==> src/rtl/vga_block_scan.sv <==
// VGA raster scanner with pixel-tick divider and board block-index tracking.
// Block indices come from incremental sub-block counters, not division.
module vga_block_scan #(
    parameter int H_VIS      = 640,
    parameter int H_FP       = 16,
    parameter int H_SYNC     = 96,
    parameter int H_BP       = 48,
    parameter int V_VIS      = 480,
    parameter int V_FP       = 10,
    parameter int V_SYNC     = 2,
    parameter int V_BP       = 33,
    parameter int BOARD_X0   = 220,
    parameter int BOARD_Y0   = 40,
    parameter int BOARD_COLS = 10,
    parameter int BOARD_ROWS = 20,
    parameter int BLOCK_SIDE = 20
) (
    input  logic       clk,
    input  logic       rst,
    output logic       pclk_en,
    output logic [9:0] h_cnt,
    output logic [9:0] v_cnt,
    output logic       hsync,
    output logic       vsync,
    output logic       valid,
    output logic       in_board,
    output logic [3:0] blk_col,
    output logic [4:0] blk_row,
    output logic       frame_start
);

    localparam logic [9:0] H_LAST = 10'(H_VIS + H_FP + H_SYNC + H_BP - 1);
    localparam logic [9:0] V_LAST = 10'(V_VIS + V_FP + V_SYNC + V_BP - 1);
    localparam logic [9:0] HS_BEG = 10'(H_VIS + H_FP);
    localparam logic [9:0] HS_END = 10'(H_VIS + H_FP + H_SYNC - 1);
    localparam logic [9:0] VS_BEG = 10'(V_VIS + V_FP);
    localparam logic [9:0] VS_END = 10'(V_VIS + V_FP + V_SYNC - 1);
    localparam logic [9:0] HV     = 10'(H_VIS);
    localparam logic [9:0] VV     = 10'(V_VIS);
    localparam logic [9:0] BX0    = 10'(BOARD_X0);
    localparam logic [9:0] BX1    = 10'(BOARD_X0 + BOARD_COLS * BLOCK_SIDE - 1);
    localparam logic [9:0] BY0    = 10'(BOARD_Y0);
    localparam logic [9:0] BY1    = 10'(BOARD_Y0 + BOARD_ROWS * BLOCK_SIDE - 1);
    localparam logic [4:0] SUB_LAST = 5'(BLOCK_SIDE - 1);

    logic [1:0] div;
    logic [4:0] sub_x, sub_y, sx_nx, sy_nx;
    logic [3:0] cx, cx_nx;
    logic [4:0] ry, ry_nx;
    logic [9:0] h_nx, v_nx;
    logic       line_wrap, hx_in, vy_in, inb_nx;

    // Everything below is computed for the position the next tick moves to,
    // so the registered outputs always match the counters they travel with.
    always_comb begin
        line_wrap = (h_cnt == H_LAST);
        h_nx      = line_wrap ? 10'd0 : h_cnt + 10'd1;
        v_nx      = v_cnt;
        if (line_wrap)
            v_nx = (v_cnt == V_LAST) ? 10'd0 : v_cnt + 10'd1;

        hx_in  = (h_nx >= BX0) && (h_nx <= BX1);
        vy_in  = (v_nx >= BY0) && (v_nx <= BY1);
        inb_nx = hx_in && vy_in;

        sx_nx = 5'd0;
        cx_nx = 4'd0;
        if (hx_in && (h_nx != BX0)) begin
            if (sub_x == SUB_LAST) begin
                cx_nx = cx + 4'd1;
            end else begin
                sx_nx = sub_x + 5'd1;
                cx_nx = cx;
            end
        end

        sy_nx = sub_y;
        ry_nx = ry;
        if (line_wrap) begin
            sy_nx = 5'd0;
            ry_nx = 5'd0;
            if (vy_in && (v_nx != BY0)) begin
                if (sub_y == SUB_LAST) begin
                    ry_nx = ry + 5'd1;
                end else begin
                    sy_nx = sub_y + 5'd1;
                    ry_nx = ry;
                end
            end
        end
    end

    always_ff @(posedge clk or posedge rst) begin
        if (rst) begin
            div         <= 2'd0;
            pclk_en     <= 1'b0;
            h_cnt       <= 10'd0;
            v_cnt       <= 10'd0;
            hsync       <= 1'b1;
            vsync       <= 1'b1;
            valid       <= 1'b1;
            in_board    <= 1'b0;
            blk_col     <= 4'd0;
            blk_row     <= 5'd0;
            frame_start <= 1'b0;
            sub_x       <= 5'd0;
            sub_y       <= 5'd0;
            cx          <= 4'd0;
            ry          <= 5'd0;
        end else begin
            div         <= div + 2'd1;
            pclk_en     <= (div == 2'd2);
            frame_start <= 1'b0;
            if (pclk_en) begin
                h_cnt       <= h_nx;
                v_cnt       <= v_nx;
                hsync       <= !((h_nx >= HS_BEG) && (h_nx <= HS_END));
                vsync       <= !((v_nx >= VS_BEG) && (v_nx <= VS_END));
                valid       <= (h_nx < HV) && (v_nx < VV);
                in_board    <= inb_nx;
                blk_col     <= inb_nx ? cx_nx : 4'd0;
                blk_row     <= inb_nx ? ry_nx : 5'd0;
                frame_start <= (h_nx == 10'd0) && (v_nx == 10'd0);
                sub_x       <= sx_nx;
                sub_y       <= sy_nx;
                cx          <= cx_nx;
                ry          <= ry_nx;
            end
        end
    end

endmodule

==> config.mk <==
export PLATFORM = sky130hd
export DESIGN_NAME = vga_block_scan
export DESIGN_NICKNAME = d
export VERILOG_FILES = /design/src/rtl/vga_block_scan.sv
export SDC_FILE = /design/constraint.sdc
export NUM_CORES = 1
export LEC_CHECK = 0
export BUFFER_PORTS_ARGS = -buffer_cell sky130_fd_sc_hd__clkbuf_2
export CORE_MARGIN = 2
export CORE_UTILIZATION = 64
export CTS_CLUSTER_SIZE = 40
export DETAILED_ROUTE_END_ITERATION = 7
export PLACE_DENSITY = 0.83
export SETUP_SLACK_MARGIN = 0.02
export SYNTH_ARGS = -nofsm -noshare
export SYNTH_HDL_FRONTEND = slang
export SYNTH_SLANG_ARGS = --single-unit
==> constraint.sdc <==
create_clock -name clk -period 5.99 [get_ports clk]
set_input_delay 0.8985 -clock clk [delete_from_list [all_inputs] [get_ports clk]]
set_output_delay 0.8985 -clock clk [all_outputs]
set_load 0.01 [all_outputs]
==> metrics.md, run 1 <==
| Metric | Value |
|---|---|
| Status | finished, final reports clean |
| Fin util | 71.6% |
| Clock transition at path regs | 0.11 ns |
| Syn avg cell area | 9.13 µm² |
| Die width | 80.7 µm |
| CP Data Required Time | 6.22 ns |
| Initial core utilization | 67.1% |
| Commonest non-fill, non-tap cell in the layout | dfrtp_1 |
| Final Setup Violations | 0 |
| CTS Buf Count | 5 |
| Syn Nets | 424 |
| Clock sinks | 56 |
| Die area | 6510 µm² |
| Yosys reg bits | 56 |
| CTS tree | yes |
| Final #Nets | 445 |
| Clk root buf | clkbuf_8 |
| Final worst slack | 2.78 ns |
| Clock Latency Late Sink | 0.32 ns |
| Detailed Place HPWL | 5.89 mm |
| Worst-path fanout max | 11 |
| Ys async rst share | 100% |
| Drt pass-1 iters | 5 |
| Achievable Freq | 312 MHz |
| I/O Buffers | 36 |
| Worst Clk Skew | 0.00648 ns |
| Largest family of logic cells by synthesized area | simple AND/OR/NAND/NOR gates |
| Pre-CTS setup slack | 2.81 ns |
| Vias | 3,360 |
| Detail Route Antenna Nets | 0 |
| Power Total | 605 µW |
| Final worst-path cycle share | 53.6% |
| Post-Synth Adder-Cell Area | 3.33% |
| Wirelength, routed | 8.66 mm |
| Die height | 80.7 µm |
| GRT overflow | 0 |
| PwrDens | 151 nW/µm² |
| Setup TNS | 0 ns |
| Vias per cell | 6.64 |
| I/O Pins | 37 |
| Drt initial violations | 489 |
| Post-Synth Simple-Gate Area | 26.6% |
| Final Hold Fails | 0 |
| Synthesis warning total | 0 |
| Setup Buffers After CTS | 0 |
| Critical path arrival | 3.44 ns |
| Vias in the first global route | 3,100 |
| PostCTS Resize Cnt | 0 |
| CP endpoint kind | register |
| Core ar. | 5610 µm² |
| Bufs on Longest Clock Path | 2 |
| Most frequent cells in the layout | dfrtp_1 (53), nand2_1 (42), clkbuf_2 (36) |
| Max_cap viols | 0 |
| Area grow syn2layout | 6.69% |
| Multiplexer share of the synthesized area | 2.00% |
| Hold_buf cts | 0 |
| Ys flop type | dfrtp_1 |
| Worst vdd ir | 0.106 mV |
| RSZ-0062 raised after global routing | false |
| Routed wire per std cell | 17.1 µm |
| Mapped Area | 3760 µm² |
| Slew HR | 40.1% |
| Critical path class | reg2reg |
| Worst setup SP type | register |
| H-tree Lvls | 2 |
| Min Tclk post-route | 3.21 ns |
| Worst Hold Class | reg2reg |
| Share of cells above drive strength 1 | 17.3% |
| FP Rows | 27 |
| First-pass GRT wire length | 14.6 mm |
| Worst Max-Slew Pin Slew | 0.892 ns |
| Finished Layout Cells | 506 |
| Final Slew Violations | 0 |
| Distinct cells, synth | 73 |
| Largest net degree at the start of global routing | 57 |
| GP Congestion | 0.969 |
| Antenna diodes | 0 |
| Post-Synth XOR/XNOR Area | 6.49% |
| Inst Count DP | 498 |
| Antenna violations before repair | 0 |
| Mapped Cells | 412 |
| Compound-Gate Fraction of Synth Area | 19.0% |
| DRC | 0 |
| P_leak | 0.00157 µW |
| Tot GR Track Use | 28.4% |
| Number of synthesized flops with an enable pin | 0 |
| Post-synthesis sequential area ratio | 37.4% |
[cells in the mapped netlist, types with 4 or more instances]
master	n	area, µm²
o2bb2ai_1	13	114
xnor2_1	19	166
xor2_1	7	61.3
nor4b_1	4	35.0
buf_4	5	37.5
nor2_1	21	78.8
a21oi_1	13	65.1
buf_2	4	20.0
nand2b_1	5	31.3
mux2_2	4	45.0
nand2_1	42	158
dfrtp_1	53	1330
inv_1	19	71.3
o31ai_1	5	37.5
and3_1	10	62.6
nand3_2	4	40.0
ha_1	10	125
o21ai_1	6	30.0
nand3_1	24	120
a41oi_1	5	43.8
nor3_1	13	65.1
o21ai_0	21	105
nand4_1	15	93.8
o22ai_1	7	43.8
clkbuf_1	12	45.0
[registers in the layout, summed over array words and instances, names as in the netlist, 2 cells and up]
signal	count
cx	4
blk_col	4
div	2
ry	5
h_cnt	10
v_cnt	10
sub_y	5
sub_x	5
blk_row	5
[path summary, 6_finish.rpt]
path                       startpoint    endpoint  slack (ns)  cells past startpoint
min in group asynchronous         rst     pclk_en        0.74                      3
hold reg to reg                div[0]      div[0]        0.41                      1
setup reg to reg             h_cnt[1]  blk_col[2]        2.78                      8
hold / removal                 div[0]      div[0]        0.41                      1
max in group asynchronous         rst    sub_x[2]        4.77                      3
setup / recovery             h_cnt[1]  blk_col[2]        2.78                      8
[final cells by class]
class / instances / area [µm²]
sequential: 56 / 1410
timing repair buffer: 38 / 195
fill: 434 / 1600
clock inverter: 2 / 16.3
clock buffer: 6 / 72.6
tap: 72 / 90.1
multi-input combinational: 312 / 2160
inverter: 20 / 75.1
[per-stage QoR]
stage,area [µm²],hold slack (ns)
6_report,4010,0.414
2_1_floorplan,3760,0.386
4_1_cts,4010,0.422
3_3_place_gp,3920,0.395
3_5_place_dp,3920,0.405
5_1_grt,4010,0.424
[per-layer routing]
| metal | GRT usage, % | vias to the layer above | part of all wire (%) |
|---|---|---|---|
| met5 | 0 | - | 0 |
| met4 | 8.81 | 0 | 1.9 |
| met3 | 6.85 | 30 | 7.7 |
| met2 | 44.5 | 168 | 47 |
| met1 | 38.9 | 1600 | 43 |
| li1 | - | 1562 | - |
[power by group]
| group | internal [µW] | leakage [µW] | switching, µW |
|---|---|---|---|
| clock network | 84.5 | 0.0000418 | 134 |
| registers | 378 | 0.000758 | 0 |
| logic | 0.723 | 0.000771 | 7.31 |
[cells by family after synthesis]
family	after synthesis
compound gates	100
simple gates	168
buf+inv	44
fa+ha+maj	10
mux	7
xor+xnor	27
flops	56
[worst max-delay path, stage by stage (launching register included)]
cell and delay, ns:
dfrtp_1 0.48, ha_1 0.48, nand4_4 0.26, nor4_4 0.50, mux2i_1 0.38, nand2_1 0.15
a211oi_4 0.37, nand4_4 0.23, o32ai_2 0.26
(Power assumes the default switching activity.)
==> run 2, diff against run 1 <==
--- a/config.mk
+++ b/config.mk
@@ -5,12 +5,13 @@
 export SDC_FILE = /design/constraint.sdc
 export NUM_CORES = 1
 export LEC_CHECK = 0
+export ABC_AREA = 1
 export BUFFER_PORTS_ARGS = -buffer_cell sky130_fd_sc_hd__clkbuf_2
 export CORE_MARGIN = 2
-export CORE_UTILIZATION = 64
+export CORE_UTILIZATION = 54
 export CTS_CLUSTER_SIZE = 40
 export DETAILED_ROUTE_END_ITERATION = 7
-export PLACE_DENSITY = 0.83
+export PLACE_DENSITY = 0.75
 export SETUP_SLACK_MARGIN = 0.02
 export SYNTH_ARGS = -nofsm -noshare
 export SYNTH_HDL_FRONTEND = slang
==> constraint.sdc (replaced) <==
create_clock -name clk -period 2.9 [get_ports clk]
set_input_delay 0.435 -clock clk [delete_from_list [all_inputs] [get_ports clk]]
set_output_delay 0.435 -clock clk [all_outputs]
set_load 0.01 [all_outputs]
==> run 2 against run 1 <==
Area after synthesis down 5.0%; register-to-register slack lost 2.4 ns; die area is 12% higher; sequential power increased by 110%; final cell count grew 21%; non-clock buffer count up 1; worst hold slack got worse by 0.38 ns; via count shrank 0.63%; critical path depth up 6; critical path type unchanged.
==> metrics.md, run 2 <==
| Metric | Value |
|---|---|
| FP Rows | 29 |
| Initial core utilization | 56.0% |
| Setup TNS | 0 ns |
| Bufs on Longest Clock Path | 2 |
| Achievable Freq | 390 MHz |
| Final #Nets | 546 |
| Synthesis warning total | 0 |
| Clk root buf | clkbuf_8 |
| PostCTS Resize Cnt | 0 |
| Worst Hold Class | in2async |
| Hold_buf cts | 0 |
| Slew HR | 42.0% |
| Min Tclk post-route | 2.57 ns |
| CP Data Required Time | 3.12 ns |
| Ys async rst share | 100% |
| Most frequent cells in the layout | nand2_1 (160), inv_1 (53), dfrtp_1 (53) |
| Post-synthesis sequential area ratio | 39.3% |
| Yosys reg bits | 56 |
| Worst Max-Slew Pin Slew | 0.870 ns |
| Final Hold Fails | 0 |
| Critical path class | reg2reg |
| Distinct cells, synth | 40 |
| Synth area leaders | dfrtp_1 (37%), nand2_1 (17%), nand3_1 (6.2%) |
| Synth top area share | 37.1% |
| Clock Latency Late Sink | 0.32 ns |
| Core ar. | 6390 µm² |
| R2r setup slk | 0.33 ns |
| Commonest non-fill, non-tap cell in the layout | nand2_1 |
| GP Congestion | 0.872 |
| CTS tree | yes |
| Critical Path Source | h_cnt[0] |
| Die area | 7290 µm² |
| Share of cells above drive strength 1 | 16.1% |
| GRT overflow | 0 |
| Die height | 85.4 µm |
| Detailed Place HPWL | 5.90 mm |
| Setup Buffers After CTS | 0 |
| Mapped Cells | 498 |
| Vias | 3,339 |
| Reg2reg start | h_cnt[0] |
| Area grow syn2layout | 9.84% |
| Max_cap viols | 0 |
| PwrDens | 320 nW/µm² |
| DRC | 0 |
| H-tree Lvls | 2 |
| Mapped Area | 3570 µm² |
| First-pass GRT wire length | 13.9 mm |
| Wirelength, routed | 8.30 mm |
| Largest net degree at the start of global routing | 55 |
| P_leak | 0.00207 µW |
| I/O Buffers | 36 |
| I/O Pins | 37 |
| Tot GR Track Use | 23.5% |
| Clock sinks | 56 |
| Critical path arrival | 2.79 ns |
| Die width | 85.4 µm |
| Final worst-path cycle share | 88.5% |
| Detail Route Antenna Nets | 0 |
| Worst Clk Skew | 0.00970 ns |
| Synth area leader | dfrtp_1 |
| Worst setup SP type | register |
| Status | finished, final reports clean |
| Antenna violations before repair | 0 |
| Power Total | 1260 µW |
| Final worst slack | 0.333 ns |
| Drt pass-1 iters | 4 |
| Worst-path fanout max | 11 |
| Pre-CTS setup slack | 0.317 ns |
| Top-count cell post-synth | nand2_1 |
| CP endpoint kind | register |
| Vias per cell | 5.46 |
| CTS Buf Count | 5 |
| Synth top cells by count | nand2_1 (160), inv_1 (54), dfrtp_1 (53) |
| Final Slew Violations | 0 |
| Syn avg cell area | 7.18 µm² |
| RSZ-0062 raised after global routing | false |
| Antenna diodes | 0 |
| Ys flop type | dfrtp_1 |
| Drt initial violations | 180 |
| Largest regs | h_cnt: 10 flops, v_cnt: 10 flops |
| Vias in the first global route | 3,102 |
| Clock transition at path regs | 0.11 ns |
| Number of synthesized flops with an enable pin | 0 |
| Worst vdd ir | 0.232 mV |
| Routed wire per std cell | 13.6 µm |
| Final Setup Violations | 0 |
| Syn Nets | 510 |
-- run 2: cell types whose count changed in the layout (fill, tap and decap cells not counted), moves of 8 or more --
| cell | previous run | this run |
|---|---|---|
| a21oi_1 | 13 | 3 |
| o2bb2ai_1 | 13 | 0 |
| and3_1 | 10 | 1 |
| inv_1 | 18 | 53 |
| nand2_1 | 42 | 160 |
| o21ai_0 | 21 | 36 |
| inv_2 | 1 | 9 |
| xnor2_1 | 19 | 1 |
| nand3_1 | 24 | 44 |
| nor2_1 | 21 | 47 |
-- run 2: cells by family after synthesis --
family | Yosys count | share of synthesized area [%]
buffers and inverters | 73 | 8.02
AOI/OAI and AO/OA | 51 | 8.02
muxes | 2 | 0.595
and+or+nand+nor | 296 | 38.1
adders and majority gates | 10 | 3.50
xor gates and xnor gates | 10 | 2.45
DFF | 56 | 39.3
-- run 2: area by class of cell --
type / instances / area (µm²)
tap: 77 / 96.3
timing repair buffer: 39 / 203
clock inverter: 3 / 27.5
sequential: 56 / 1410
fill: 594 / 2460
multi-input combinational: 370 / 1890
clock buffer: 5 / 68.8
inverter: 62 / 233
-- run 2: through the flow --
| step | hold slack [ns] | cell area (µm²) | cells | utilization (%) |
|---|---|---|---|---|
| floorplan | 0.386 | 3570 | 498 | - |
| global placement | 0.392 | 3820 | 603 | 59.8 |
| detailed placement | 0.391 | 3820 | 603 | 59.8 |
| CTS | 0.0374 | 3920 | 611 | 61.3 |
| global route | 0.0530 | 3930 | 612 | 61.5 |
| finish | 0.0333 | 3930 | 612 | 61.5 |
-- run 2: layer usage --
layer / track usage, % / part of all wire, %
met2: 38.4 / 49
met1: 32.2 / 45
met5: 0 / 0
met3: 3.31 / 4.3
met4: 7.79 / 1.7
-- run 2: worst paths after layout --
check / end / cells past startpoint
max in group asynchronous: hsync / 3
worst min-delay path: sub_x[4] / 2
worst min register to register: div[0] / 1
worst max-delay path: ry[0] / 14
min in group clk: div[0] / 1
worst max register to register: ry[0] / 14
-- run 2: power by group --
part	internal (µW)	leakage (µW)	total [µW]	switching [µW]
Sequential	781	0.000758	781	0
Combinational	2.38	0.00127	17.6	15.2
Clock	178	0.0000463	460	282
Total	961	0.00207	1260	297
-- run 2: worst max-delay path: stages (launching register included) --
cell	delay, ns
dfrtp_1	0.47
ha_1	0.22
nand2_2	0.09
nor2_4	0.24
nand3_4	0.23
inv_2	0.21
nand2_1	0.07
nand2_1	0.13
nand3_1	0.12
nor2_2	0.17
nand2_2	0.12
nand4_4	0.14
nand2_4	0.10
nand3_1	0.09
nand2_1	0.05
